File: config.mk
export PLATFORM = sky130hd
export DESIGN_NAME = rfid_pie_tx
export DESIGN_NICKNAME = d
export VERILOG_FILES = /design/src/rtl/rfid_pie_tx.sv
export SDC_FILE = /design/constraint.sdc
export NUM_CORES = 1
export LEC_CHECK = 0
export BUFFER_PORTS_ARGS = -buffer_cell sky130_fd_sc_hd__buf_4
export CAP_MARGIN = 10
export CORE_MARGIN = 4
export CORE_UTILIZATION = 30
export DETAILED_ROUTE_END_ITERATION = 12
export GPL_TIMING_DRIVEN = 1
export HOLD_SLACK_MARGIN = 0.12
export MAX_ROUTING_LAYER = met4
export PLACE_DENSITY = 0.54
export SKIP_CTS_REPAIR_TIMING = 1
export SLEW_MARGIN = 20
export SYNTH_ARGS = -nofsm -noshare
export SYNTH_HDL_FRONTEND = slang
export SYNTH_SLANG_ARGS = --single-unit
File: constraint.sdc
create_clock -name clk_50m -period 5.3 [get_ports clk_50m]
set_clock_uncertainty 0.05 [all_clocks]
set_input_delay 0.795 -clock clk_50m [delete_from_list [all_inputs] [get_ports clk_50m]]
set_output_delay 0.795 -clock clk_50m [all_outputs]
set_load 0.02 [all_outputs]
File: src/rtl/rfid_pie_tx.sv
// Reader-side PIE encoder: delimiter, preamble/frame-sync and PIE data symbols
// for the reader->tag link. The line idles at CW (high) between frames.
module rfid_pie_tx #(
  parameter int DELIM_CYC = 625,
  parameter int TARI_CYC  = 625,
  parameter int PW_CYC    = 313,
  parameter int TRCAL_CYC = 3750
) (
  input  logic clk_50m,
  input  logic rst_n,
  input  logic start,
  input  logic preamble_sel,
  input  logic bit_valid,
  input  logic bit_data,
  input  logic bit_last,
  output logic bit_ready,
  output logic dout,
  output logic busy,
  output logic done,
  output logic err
);

  typedef enum logic [2:0] {IDLE, DELIM, DATA0, RTCAL, TRCAL, SYM} state_e;

  localparam logic [15:0] DELIM_L = 16'(DELIM_CYC);
  localparam logic [15:0] TARI_L  = 16'(TARI_CYC);
  localparam logic [15:0] DATA1_L = 16'(2 * TARI_CYC);
  localparam logic [15:0] RTCAL_L = 16'(3 * TARI_CYC);
  localparam logic [15:0] TRCAL_L = 16'(TRCAL_CYC);
  localparam logic [15:0] PW_L    = 16'(PW_CYC);

  state_e      state_q, state_d;
  logic [15:0] cnt_q, cnt_d;
  logic        pre_q, pre_d;
  logic        last_q, last_d;
  logic        dout_q, dout_d;
  logic        field_end, fetch;

  // cnt_q holds the cycles left in the current field, including this one
  always_comb begin
    field_end = (cnt_q == 16'd1);
    fetch     = field_end && ((state_q == RTCAL && !pre_q) || state_q == TRCAL ||
                              (state_q == SYM && !last_q));
  end

  assign bit_ready = rst_n & fetch;
  assign err       = rst_n & fetch & ~bit_valid;
  assign done      = rst_n & field_end & (state_q == SYM) & last_q;
  assign busy      = (state_q != IDLE);
  assign dout      = dout_q;

  always_comb begin
    state_d = state_q;
    cnt_d   = cnt_q - 16'd1;
    pre_d   = pre_q;
    last_d  = last_q;
    case (state_q)
      IDLE: begin
        cnt_d = '0;
        if (start) begin
          state_d = DELIM;
          cnt_d   = DELIM_L;
          pre_d   = preamble_sel;
        end
      end
      DELIM: if (field_end) begin
        state_d = DATA0;
        cnt_d   = TARI_L;
      end
      DATA0: if (field_end) begin
        state_d = RTCAL;
        cnt_d   = RTCAL_L;
      end
      RTCAL: if (field_end && pre_q) begin
        state_d = TRCAL;
        cnt_d   = TRCAL_L;
      end
      TRCAL: ;
      SYM: if (field_end && last_q) begin
        state_d = IDLE;
        cnt_d   = '0;
      end
      default: begin
        state_d = IDLE;
        cnt_d   = '0;
      end
    endcase
    // Bit fetch on the last cycle of the field preceding each symbol
    if (fetch) begin
      if (bit_valid) begin
        state_d = SYM;
        cnt_d   = bit_data ? DATA1_L : TARI_L;
        last_d  = bit_last;
      end else begin
        state_d = IDLE;
        cnt_d   = '0;
      end
    end
    // Every field after the delimiter ends with a PW-long low pulse
    dout_d = (state_d == IDLE) | ((state_d != DELIM) & (cnt_d > PW_L));
  end

  always_ff @(posedge clk_50m) begin
    if (!rst_n) begin
      state_q <= IDLE;
      cnt_q   <= '0;
      pre_q   <= 1'b0;
      last_q  <= 1'b0;
      dout_q  <= 1'b1;
    end else begin
      state_q <= state_d;
      cnt_q   <= cnt_d;
      pre_q   <= pre_d;
      last_q  <= last_d;
      dout_q  <= dout_d;
    end
  end

endmodule

# Yosys cells after proc, flatten, opt, wreduce, memory -nomap -nowiden
# Cells that the tools add are included.
# totals
inputBits,7
ff_bits,22
# classes
eq_ne,7
order_cmp,1
n_mux,17
n_reduce_logical,14
add_sub_neg,1
bitwise,8
# ops
cell,count
$pmux 16 s6,1
$mux 16,5
$mux 11,2
$mux 3,7
$pmux 3 s6,1
$eq 16x1->1 const B,1
$gt 16x9->1 const B,1
$sub 16x1->16 const B,1
$mux 10,1
$and 1x1->1,6
$eq 3x2->1 const B,2
$eq 3x3->1 const B,2
$logic_not 3->1,2
$logic_and 1x1->1,5
$reduce_and 2->1,2
$eq 3x1->1 const B,1
$ne 3x1->1 const B,1
$reduce_bool 3->1,1
$logic_not 1->1,2
$logic_or 1x1->1,2
$not 1->1,1
$or 1x1->1,1

# Depth between registers and ports, before layout
# depth
depth_word,9
mapped_depth,10
ltp_nobuf,9

# Least setup slack after synthesis
# Ideal clock, no wire load.
# synth_path
path_type,reg-to-output
start,register cnt_q[0]
end,output err
setup_slack_ns,2.297
required_ns,4.455
path_buffers,0
stages_incl_launch_ff,6
arrival_time_ns,2.158
path_cell_list,dfxtp_1 > ha_1 > or3b_2 > nor4_2 > and3_1 > nor2b_1
# synth_between
elab_chain_cells,4
# synth_rtl
element,line,source
from (decl),33,"logic [15:0] cnt_q, cnt_d;"
from (signal assigned),112,cnt_q <= cnt_d;
$eq 16x1->1,41,field_end = (cnt_q == 16'd1);
$logic_and 1x1->1,42,fetch = field_end && ((state_q == RTCAL && !pre_q) || state_q == TRCAL ||
$and 1x1->1,--,
via bit_ready,16,"output logic bit_ready,"
$and 1x1->1,47,assign err = rst_n & fetch & ~bit_valid;
to (decl),20,output logic err
# The timed path passes the listed nets, and every way through them passes these cells.

# Worst setup path after layout
# layout_path
start,register cnt_q[1]
end,output done
# layout_between
elab_chain_cells,4
# layout_rtl
element,line,source
$eq 16x1->1,41,
$and 1x1->1 (3 in a row),48,assign done = rst_n & field_end & (state_q == SYM) & last_q;
to (decl),19,"output logic done,"
# Every way passes these cells.

==> metrics.txt <==
outcome=finished, final reports clean; die height=81.4 µm; Die W=81.4 µm; routability cong.=0.881; PD cells=385 nW/µm²; Max FO, Critical Path=7; post-route DRC violation count=0; # fillers=545; Clk Latency, worst-skew pair=260 ps; Post-synth ARST share=0; Worst-Margin Slew=640 ps; Syn. warnings=0; Slew Viols, Final=0; dpl hpwl=3.50 mm; clock slew at reported path FFs=90 ps; arrival time at the worst endpoint=2520 ps; ys flop type=dfxtp_1; Setup crit end kind=output port; cell area after synthesis=1620 µm²; CTS Buf Count=3; antenna cells=0; total wire length=4.61 mm; clock root buffer=clkbuf_8; Layout area overhead=12.2%; I/O Buffers=11; Pwr Total=698 µW; FMAX=297 MHz; io pins=12; largest net degree at the start of global routing=20; hold path cells=2; Post-synth EDFFs=0; CTS tree=done; #FFs+latches synth=22; row count=26; setup_tns=0 ps; cells after synthesis=219; die area=6630 µm²; Slew headroom=0.570; Seq/Total Area, Yosys=0.272; start of the worst register-to-register path=cnt_q[6]; Critical Path RT=4450 ps; Iter 0 DRT Violations=175; final hold slack=493 ps; Final Critical Period=3370 ps; Startpoint Class=flip-flop; CTS H-Tree Depth=1; starting density of the core=0.313; Vias=1657; All-Layer GR Usage=0.153; CTS sink cnt=22; Antenna Violating Nets Remaining=0; fin area=1810 µm²; Final setup viols=0; vias in the first global route=1513; number of antenna violations at the first check in global routing=0; routed vias/inst=5.67; Reg2Reg Setup Slack=2220 ps; Leakage Power=0.657 nW; first-pass GRT wire length=7.75 mm; grt ovf=0; Core ar.=5170 µm²; Fin. Hold Viols=0; period utilization=0.635; Min-Delay Endpoint=last_q; VDD IR max=0.000139 V; Synth Area per Inst=7.38 µm²; maximum buffer depth of the clock tree=2; share of cells above drive strength 1=0.108; hold crit path type=flip-flop to flip-flop; Net count, final=232; Worst Hold Launch=last_q; area of the multi-input gates=1100 µm²; Netlist cell types=48; unrepaired setup endpoints after global routing=no; Syn Nets=228; detailed-route wire length per cell=15.8 µm; cell count of the worst reg-to-reg path=7; DR pass1 iterations=5; FF+latch area=440 µm²; dpl cell area=1740 µm²; max-cap violations=0; Worst R2R End=dout; WS Path Type=flip-flop to output port
layout by cell type (no fill, tap or decap), types with 3 or more instances in the layout:
master	n
a21boi_0	3
nand3b_1	3
a21oi_1	18
nor2_1	19
clkbuf_8	3
nand3_1	9
o211ai_1	3
o41ai_1	3
o21ai_0	12
xor2_1	7
or3_1	4
buf_4	12
dfxtp_1	22
nand4_1	3
inv_1	7
nor2b_1	5
or4_1	6
nand4b_1	4
nor4_1	3
nand2_1	19
xnor2_1	6
and3_1	6
nor3_1	11
stage by stage:
step	util	instances	setup slack (ps)
floorplan	-	219	2300
CTS	0.351	292	1960
detailed placement	0.337	288	2230
global placement	0.337	288	2230
global route	0.351	292	1760
finish	0.351	292	1930
worst max-delay path: stages, from the launching register on:
cell     delay [ps]
dfxtp_1         340
inv_1            90
ha_1            200
or3b_2          460
nor4_2          600
and3_1          260
and3_1          160
buf_4           140
report_power, final:
group	total, mW	internal, mW	switching [mW]
Clock	0.159	0.101	0.0582
Combinational	0.317	0.125	0.192
Sequential	0.221	0.187	0.0339
Total	0.698	0.414	0.284
flip-flops by register name (all words and copies together), names as in the netlist:
signal / flops
cnt_q: 16
state_q: 3
dout: 1
last_q: 1
pre_q: 1
logic make-up (layout without fill, tap and decap cells):
family,Yosys count,after routing,share of synthesized area
simple gates,99,99,0.330
compound gates,61,61,0.250
flops,22,22,0.272
buf+inv,20,23,0.0480
xor+xnor,13,13,0.0704
fa+ha+maj,3,3,0.0224
mux,1,1,0.00619
Yosys cell counts (2+ instances only):
| library cell | number | share of area |
|---|---|---|
| nor4_1 | 3 | 0.012 |
| a211o_1 | 2 | 0.011 |
| nand3b_1 | 3 | 0.014 |
| o21ba_2 | 2 | 0.012 |
| or4_1 | 6 | 0.028 |
| xnor2_1 | 6 | 0.033 |
| o22ai_1 | 2 | 0.0077 |
| o21ai_0 | 12 | 0.037 |
| a22oi_1 | 2 | 0.0093 |
| or3b_2 | 2 | 0.011 |
| xor2_1 | 7 | 0.038 |
| or3_1 | 4 | 0.015 |
| o211ai_1 | 3 | 0.014 |
| nand2_1 | 19 | 0.044 |
| nand4b_1 | 4 | 0.022 |
| inv_1 | 7 | 0.016 |
| nand2b_1 | 2 | 0.0077 |
| clkbuf_1 | 11 | 0.026 |
| a31oi_1 | 2 | 0.0077 |
| o41ai_1 | 3 | 0.016 |
| dfxtp_1 | 22 | 0.27 |
| nand3_1 | 9 | 0.028 |
| a21oi_1 | 18 | 0.056 |
| a21boi_0 | 3 | 0.014 |
| a211oi_1 | 2 | 0.0093 |
| nor2b_1 | 5 | 0.019 |
| ha_1 | 2 | 0.015 |
| nor2_1 | 19 | 0.044 |
| nor3_1 | 11 | 0.034 |
| nand4_1 | 3 | 0.012 |
| and3_1 | 6 | 0.023 |
metal layers:
metal | part of all wire | track usage | vias to the layer above
met2 | 0.47 | 0.238 | 77
met5 | 0 | - | -
met3 | 0.065 | 0.0166 | 6
li1 | - | - | 820
met1 | 0.46 | 0.215 | 754
met4 | 0.010 | 0.0270 | 0
how the worst max path moves through the flow:
stage,from,endpoint,slack (ps),depth (start not counted)
after floorplan,cnt_q[0],err,2300,5
after global placement,cnt_q[6],dout,2230,7
after detailed placement,cnt_q[6],dout,2230,7
after CTS,cnt_q[1],done,1960,7
after global routing,cnt_q[1],err,1760,7
final,cnt_q[1],done,1930,7
area by class of cell:
cell class	instances	area share
multi-input combinational	177	0.606
timing repair buffer	12	0.0497
tap	70	0.0483
inverter	7	0.0145
sequential	22	0.243
clock inverter	1	0.0166
clock buffer	3	0.0228
(Power assumes the default switching activity.)
